**src/rtl/digit_blink_ctrl.sv**
```systemverilog
// digit_blink_ctrl: per-group digit enable/blink, alarm LED and counted hourly chime flash
module digit_blink_ctrl #(
  parameter int GROUPS         = 3,
  parameter int DIGITS_PER_GRP = 2,
  parameter int BLINK_CNT      = 5_000_000,
  parameter int CNT_W          = 23,
  parameter int HOURLY_FLASHES = 4
) (
  input  logic                             clk,
  input  logic                             rst,
  input  logic [2*GROUPS-1:0]              grp_mode,
  input  logic                             edit_restart,
  input  logic                             hourly_trig,
  input  logic                             alarm,
  output logic [GROUPS*DIGITS_PER_GRP-1:0] digit_en,
  output logic                             led_hourly,
  output logic                             led_alarm,
  output logic                             blink_phase,
  output logic                             chime_busy
);
  localparam int TW = $clog2(2*HOURLY_FLASHES);
  typedef enum logic {IDLE, FLASH} state_t;
  state_t state, state_nx;
  logic [CNT_W-1:0] cnt;
  logic [TW-1:0] tcnt, tcnt_nx;
  logic led_nx, wrap, tick;
  logic [GROUPS*DIGITS_PER_GRP-1:0] en_nx;
  assign wrap = cnt == CNT_W'(BLINK_CNT-1);
  assign tick = wrap && !edit_restart;
  assign chime_busy = state == FLASH;
  for (genvar g = 0; g < GROUPS; g++) begin : grp
    logic [1:0] m;
    logic v;
    assign m = grp_mode[2*g+:2];
    assign v = m[1] ? (m[0] ? ~blink_phase : blink_phase) : m[0];
    for (genvar d = 0; d < DIGITS_PER_GRP; d++) begin : dig
      assign en_nx[g*DIGITS_PER_GRP+d] = v;
    end
  end
  always_comb begin
    state_nx = state;
    led_nx   = led_hourly;
    tcnt_nx  = tcnt;
    if (hourly_trig) begin
      state_nx = FLASH;
      led_nx   = 1'b1;
      tcnt_nx  = '0;
    end else if (state == FLASH && tick) begin
      state_nx = tcnt == TW'(2*HOURLY_FLASHES-2) ? IDLE : FLASH;
      led_nx   = tcnt == TW'(2*HOURLY_FLASHES-2) ? 1'b0 : ~led_hourly;
      tcnt_nx  = tcnt + 1'b1;
    end
  end
  always_ff @(posedge clk) begin
    if (rst) begin
      cnt         <= '0;
      blink_phase <= 1'b1;
      digit_en    <= '1;
      led_alarm   <= 1'b0;
      led_hourly  <= 1'b0;
      tcnt        <= '0;
      state       <= IDLE;
    end else begin
      cnt         <= (edit_restart || wrap) ? '0 : cnt + 1'b1;
      blink_phase <= edit_restart ? 1'b1 : tick ? ~blink_phase : blink_phase;
      digit_en    <= en_nx;
      led_alarm   <= alarm & blink_phase;
      led_hourly  <= led_nx;
      tcnt        <= tcnt_nx;
      state       <= state_nx;
    end
  end
endmodule
```
**config.mk**
```make
export PLATFORM = sky130hd
export DESIGN_NAME = digit_blink_ctrl
export DESIGN_NICKNAME = d
export VERILOG_FILES = /design/src/rtl/digit_blink_ctrl.sv
export SDC_FILE = /design/constraint.sdc
export NUM_CORES = 1
export LEC_CHECK = 0
export ABC_CLOCK_PERIOD_IN_PS = 1800
export BUFFER_PORTS_ARGS = -buffer_cell sky130_fd_sc_hd__buf_2
export CORE_MARGIN = 2
export CORE_UTILIZATION = 30
export CTS_CLUSTER_DIAMETER = 40
export DETAILED_ROUTE_END_ITERATION = 8
export HOLD_SLACK_MARGIN = 0.1
export MAX_ROUTING_LAYER = met4
export PLACE_DENSITY_LB_ADDON = 0.15
export RECOVER_POWER = 50
export SYNTH_ARGS = -nofsm -noshare
export SYNTH_HDL_FRONTEND = slang
export SYNTH_SLANG_ARGS = --single-unit
```
**constraint.sdc**
```tcl
create_clock -name clk -period 1.8 [get_ports clk]
set_input_delay 0.36 -clock clk [delete_from_list [all_inputs] [get_ports clk]]
set_output_delay 0.36 -clock clk [all_outputs]
set_load 0.02 [all_outputs]
```
==> report_table.html <==
<table>
<tr><th>Metric</th><th>Value</th></tr>
<tr><th colspan="2">Finish</th></tr>
<tr><td>Share of layout cells above drive strength 1</td><td>0.260</td></tr>
<tr><td>Post-route core utilization</td><td>0.412</td></tr>
<tr><td>Net count reported at finish</td><td>240</td></tr>
<tr><td>Number of fillers in the final layout</td><td>roughly 520</td></tr>
<tr><td>Post-route cell area</td><td>just under 2000 sq um</td></tr>
<tr><td>Antenna diodes</td><td>0</td></tr>
<tr><td>Area growth, synth to finish</td><td>29.9%</td></tr>
<tr><th colspan="2">Floorplan</th></tr>
<tr><td>I/O pin total</td><td>21</td></tr>
<tr><td>Row cnt</td><td>25</td></tr>
<tr><td>Die X</td><td>roughly 75 um</td></tr>
<tr><td>Starting density of the core</td><td>0.317</td></tr>
<tr><td>Vertical die dimension</td><td>75.4 um</td></tr>
<tr><td>Placeable core region</td><td>slightly below 5000 sq um</td></tr>
<tr><td>Total die area</td><td>roughly 5700 sq um</td></tr>
<tr><th colspan="2">Yosys</th></tr>
<tr><td>Synthesized-area fraction occupied by xor and xnor cells</td><td>0.0688</td></tr>
<tr><td>Dominant combinational cell family by area after synthesis</td><td>simple AND/OR/NAND/NOR gates</td></tr>
<tr><td>Complex-gate fraction of the synthesized area</td><td>0.138</td></tr>
<tr><td>Synthesized netlist net count</td><td>~190</td></tr>
<tr><td>Post-synthesis mux area share</td><td>0</td></tr>
<tr><td>Flop and latch count out of synthesis</td><td>33</td></tr>
<tr><td>Part of the Yosys area used for sequential elements</td><td>0.432</td></tr>
<tr><td>Count of flip-flops with a built-in enable after synthesis</td><td>0</td></tr>
<tr><td>Largest area contributor in the netlist</td><td>sky130_fd_sc_hd__dfxtp_1</td></tr>
<tr><td>Largest cells by area after synthesis</td><td>sky130_fd_sc_hd__dfxtp_1, sky130_fd_sc_hd__a21oi_1, sky130_fd_sc_hd__xnor2_1</td></tr>
<tr><td>Top cell types by occurrence after synthesis</td><td>sky130_fd_sc_hd__dfxtp_1, sky130_fd_sc_hd__nor2_1, sky130_fd_sc_hd__a21oi_1</td></tr>
<tr><td>Number of library cell types mapped by synthesis</td><td>32</td></tr>
<tr><td>Share of synthesized registers carrying an async set or reset</td><td>0</td></tr>
<tr><td>Synthesized-area fraction occupied by adder cells</td><td>0.0246</td></tr>
<tr><td>Post-synth design cell area</td><td>1530 sq um</td></tr>
<tr><td>Dominant register cell in the synthesized netlist</td><td>sky130_fd_sc_hd__dfxtp_1</td></tr>
<tr><td>Count leader, synth</td><td>sky130_fd_sc_hd__dfxtp_1</td></tr>
<tr><td>Number of warnings issued by yosys</td><td>0</td></tr>
<tr><td>Share of synthesized cell area in and, or, nand and nor gates</td><td>0.285</td></tr>
<tr><td>Area share of the largest cell type after synthesis</td><td>0.432</td></tr>
<tr><td>Count of mapped cells out of synthesis</td><td>180</td></tr>
<tr><td>Post-synthesis area per instance</td><td>~8.5 sq um</td></tr>
<tr><th colspan="2">Setup path</th></tr>
<tr><td>Worst setup SP type</td><td>flip-flop</td></tr>
<tr><td>Slowest CP cell</td><td>sky130_fd_sc_hd__or4_1</td></tr>
<tr><td>Slowest stage delay, CP</td><td>approximately 0.5 ns</td></tr>
<tr><td>Crit-path leading delay family</td><td>simple AND/OR/NAND/NOR gates</td></tr>
<tr><td>Critical path data required time</td><td>2.02 ns</td></tr>
<tr><td>Crit. Startpoint</td><td>cnt[21]$_SDFF_PP0_</td></tr>
<tr><td>Endpoint of the worst-slack reg-to-reg timing path</td><td>tcnt[0]$_SDFFE_PP0P_</td></tr>
<tr><td>Critical Setup Path Class</td><td>reg -&gt; reg</td></tr>
<tr><td>Crit-path cells</td><td>or4_1 &gt; or4_4 &gt; buf_4 &gt; or3_1 &gt; a21oi_2</td></tr>
<tr><td>R2R depth</td><td>5</td></tr>
<tr><td>Setup slack of the most critical reg-to-reg path</td><td>-0.22 ns</td></tr>
<tr><td>Endpoint kind of the worst setup timing path</td><td>flip-flop</td></tr>
<tr><td>Max FO, Critical Path</td><td>5</td></tr>
<tr><td>Origin of the critical flop-to-flop path</td><td>cnt[21]$_SDFF_PP0_</td></tr>
<tr><td>WP buf/inv</td><td>1</td></tr>
<tr><td>Arrival time at the worst endpoint</td><td>2.24 ns</td></tr>
<tr><th colspan="2">Global route</th></tr>
<tr><td>GRT Residual Overflow</td><td>0</td></tr>
<tr><td>Number of antenna violations at the first check in global routing</td><td>0</td></tr>
<tr><td>Global-route wire length before repair</td><td>about 6000 um</td></tr>
<tr><td>GR Util All Layers</td><td>0.148</td></tr>
<tr><td>Vias in the first global route</td><td>around 1400</td></tr>
<tr><td>Pin count of the biggest net entering global routing</td><td>24</td></tr>
<tr><th colspan="2">Detailed routing</th></tr>
<tr><td>Sum of routed wire length over all layers</td><td>3660 um</td></tr>
<tr><td>Per-cell via count in the routed design</td><td>4.98</td></tr>
<tr><td>Detailed-route via count</td><td>1465</td></tr>
<tr><td>Post-detailed-route count of antenna-violating nets</td><td>0</td></tr>
<tr><td>Average wire per cell in the routed design</td><td>around 12 um</td></tr>
<tr><td>1st-pass router iterations</td><td>4</td></tr>
<tr><td>DRC violation count after routing</td><td>0</td></tr>
<tr><td>Detailed Route Iter0 Violations</td><td>43</td></tr>
<tr><th colspan="2">Clock network</th></tr>
<tr><td>Cts bufs inserted</td><td>5</td></tr>
<tr><td>Clock root buffer master</td><td>sky130_fd_sc_hd__clkbuf_8</td></tr>
<tr><td>Number of hold-repair buffers added at the cts stage</td><td>0</td></tr>
<tr><td>Clock latency of the later-clocked register in the worst-skew pair</td><td>roughly 0.29 ns</td></tr>
<tr><td>Total number of clock tree sinks</td><td>33</td></tr>
<tr><td>Max clock buf depth</td><td>2</td></tr>
<tr><td>Clock-pin transition on the worst setup and hold timing paths</td><td>about 0.070 ns</td></tr>
<tr><td>CTS tree</td><td>done</td></tr>
<tr><td>H-tree level count</td><td>2</td></tr>
<tr><td>Count of buffers added by post-CTS timing repair for setup</td><td>0</td></tr>
<tr><th colspan="2">STA</th></tr>
<tr><td>Smallest hold slack</td><td>between 0.2 and 0.3 ns</td></tr>
<tr><td>Setup WS post-layout</td><td>-0.219 ns</td></tr>
<tr><td>Max_slew headroom</td><td>0.748</td></tr>
<tr><td>Setup repair after global routing missed its margin</td><td>true</td></tr>
<tr><td>Final Max Tran Viols</td><td>0</td></tr>
<tr><td>Setup TNS Final</td><td>-4.94 ns</td></tr>
<tr><td>Shortest period the worst path allows</td><td>just over 2 ns</td></tr>
<tr><td>Final-report hold violation count</td><td>0</td></tr>
<tr><td>Peak Freq</td><td>0.495 GHz</td></tr>
<tr><td>Setup clock skew after layout</td><td>between 0.004 and 0.005 ns</td></tr>
<tr><td>Final setup vio count</td><td>29</td></tr>
<tr><td>Share of the clock period used by the worst path after layout</td><td>1.12</td></tr>
<tr><td>Measured slew at the worst slew-check pin</td><td>~0.37 ns</td></tr>
<tr><th colspan="2">Placement</th></tr>
<tr><td>Placement Cell Area</td><td>about 1900 sq um</td></tr>
<tr><td>Number of buffers added on ports</td><td>20</td></tr>
<tr><td>Routability congestion estimate</td><td>roughly 0.80</td></tr>
<tr><td>Sum of net half-perimeters after detailed placement</td><td>~2800 um</td></tr>
<tr><th colspan="2">Hold path</th></tr>
<tr><td>Hold Path End</td><td>led_alarm$_SDFF_PP0_</td></tr>
<tr><td>Type of the tightest min-delay check</td><td>in -&gt; reg</td></tr>
<tr><td>Startpoint of the most critical hold path</td><td>alarm</td></tr>
<tr><td>WHS Path Cells</td><td>3</td></tr>
<tr><th colspan="2">Pwr</th></tr>
<tr><td>Pwr dens</td><td>slightly below 700 nW/um^2</td></tr>
<tr><td>Worst-case vdd ir drop</td><td>approximately 0.00033 V</td></tr>
<tr><td>Leakage power figure</td><td>around 0.73 nW</td></tr>
<tr><th colspan="2">Job</th></tr>
<tr><td>Max_cap viols</td><td>0</td></tr>
<tr><th colspan="2">Outcome</th></tr>
<tr><td>Violations in the final reports</td><td>negative setup slack</td></tr>
<tr><td>Run status</td><td>finished with violations</td></tr>
</table>
## cells in the final DEF (no fill, tap or decap)
master                      n
sky130_fd_sc_hd__or4b_1     1
sky130_fd_sc_hd__and4_1     1
sky130_fd_sc_hd__or3_1      8
sky130_fd_sc_hd__nor4b_1    2
sky130_fd_sc_hd__nand4_1    9
sky130_fd_sc_hd__buf_12     1
sky130_fd_sc_hd__xor2_1     4
sky130_fd_sc_hd__a31oi_1    1
sky130_fd_sc_hd__clkbuf_8   5
sky130_fd_sc_hd__clkbuf_1   6
sky130_fd_sc_hd__buf_2     17
sky130_fd_sc_hd__and3_1     8
sky130_fd_sc_hd__nor4_1     2
sky130_fd_sc_hd__a21oi_1   15
sky130_fd_sc_hd__nor2b_1    1
sky130_fd_sc_hd__a31o_2     1
sky130_fd_sc_hd__o21bai_1   3
sky130_fd_sc_hd__o31ai_2    1
sky130_fd_sc_hd__or3b_2     1
sky130_fd_sc_hd__o21ai_0    9
sky130_fd_sc_hd__and2_1     1
sky130_fd_sc_hd__dfxtp_2    2
sky130_fd_sc_hd__or4_4      1
sky130_fd_sc_hd__o31ai_1    3
sky130_fd_sc_hd__nor2_1    18
sky130_fd_sc_hd__inv_1      8
sky130_fd_sc_hd__a21oi_2    1
sky130_fd_sc_hd__ha_1       3
sky130_fd_sc_hd__o21ai_4    1
sky130_fd_sc_hd__buf_4     27
sky130_fd_sc_hd__nand3_1    9
sky130_fd_sc_hd__or2_2      1
sky130_fd_sc_hd__o41ai_1    1
sky130_fd_sc_hd__dfxtp_1   31
sky130_fd_sc_hd__xnor2_1    8
sky130_fd_sc_hd__or4_1      5
sky130_fd_sc_hd__nor3_1     3
sky130_fd_sc_hd__nand2_1    8
## metrics by stage
stage | setup WS [ns] | std cells | total power [mW]
2_1_floorplan | -0.142 | 180 | 0.814
6_report | -0.219 | 294 | 1.37
3_5_place_dp | -0.286 | 286 | 0.844
5_1_grt | -0.283 | 294 | 1.43
4_1_cts | -0.255 | 294 | 1.39
3_3_place_gp | -0.229 | 286 | 0.842
## what timing repair did
action	CTS	global route
endpoints found under the setup margin	29	29
endpoints found under the hold margin	0	0
pin swaps	1	2
gates resized for setup	1	2
## metal layers
layer  up-vias  track usage  part of all wire  wire length [um]
met1       684        0.159              0.44              1620
met3        10       0.0410             0.044               161
li1        738            -                 -                 -
met2        33        0.244              0.48              1770
met5         -            -                 0                 0
met4         0       0.0838             0.031               112
## layout make-up
| type | count | area [sq um] | share of cell area |
|---|---|---|---|
| clock buffers | 8 | 80.1 | 0.0404 |
| inverters | 8 | 30.0 | 0.0151 |
| multi-input cells | 130 | 808 | 0.407 |
| flip-flops and latches | 33 | 663 | 0.334 |
| well taps | 67 | 83.8 | 0.0422 |
| repair buffers | 48 | 319 | 0.161 |
## state kept, by name, indices dropped and copies added (netlist names)
signal and count:
cnt 23, digit_en 3, tcnt 3, blink_phase 1
chime_busy 1, led_alarm 1, led_hourly 1
## kinds of logic after synthesis
kind of cell / Yosys count
AOI/OAI and AO/OA: 36
xor gates and xnor gates: 12
adders and majority gates: 3
buffers and inverters: 17
DFF: 33
and+or+nand+nor: 79
## where the power goes
| group | switching [mW] | internal [mW] |
|---|---|---|
| registers | 0.00533 | 0.741 |
| logic | 0.0471 | 0.0337 |
| clock network | 0.265 | 0.275 |
## worst max-delay path by stage
stage / slack (ns) / depth (start not counted) / endpoint
floorplan: -0.14 / 4 / led_hourly$_SDFFE_PP0P_
global placement: -0.23 / 4 / led_hourly$_SDFFE_PP0P_
detailed placement: -0.29 / 4 / led_hourly$_SDFFE_PP0P_
CTS: -0.25 / 4 / led_hourly$_SDFFE_PP0P_
global route: -0.28 / 5 / tcnt[0]$_SDFFE_PP0P_
finish: -0.22 / 5 / tcnt[0]$_SDFFE_PP0P_
## tightest hold or removal path, delay by kind of cell
kind / cells / cell delay (ns)
AND/OR/NAND/NOR: 2 / 0.10
buffers and inverters: 1 / 0.07
Note: power is estimated with default switching activity, not from simulation.
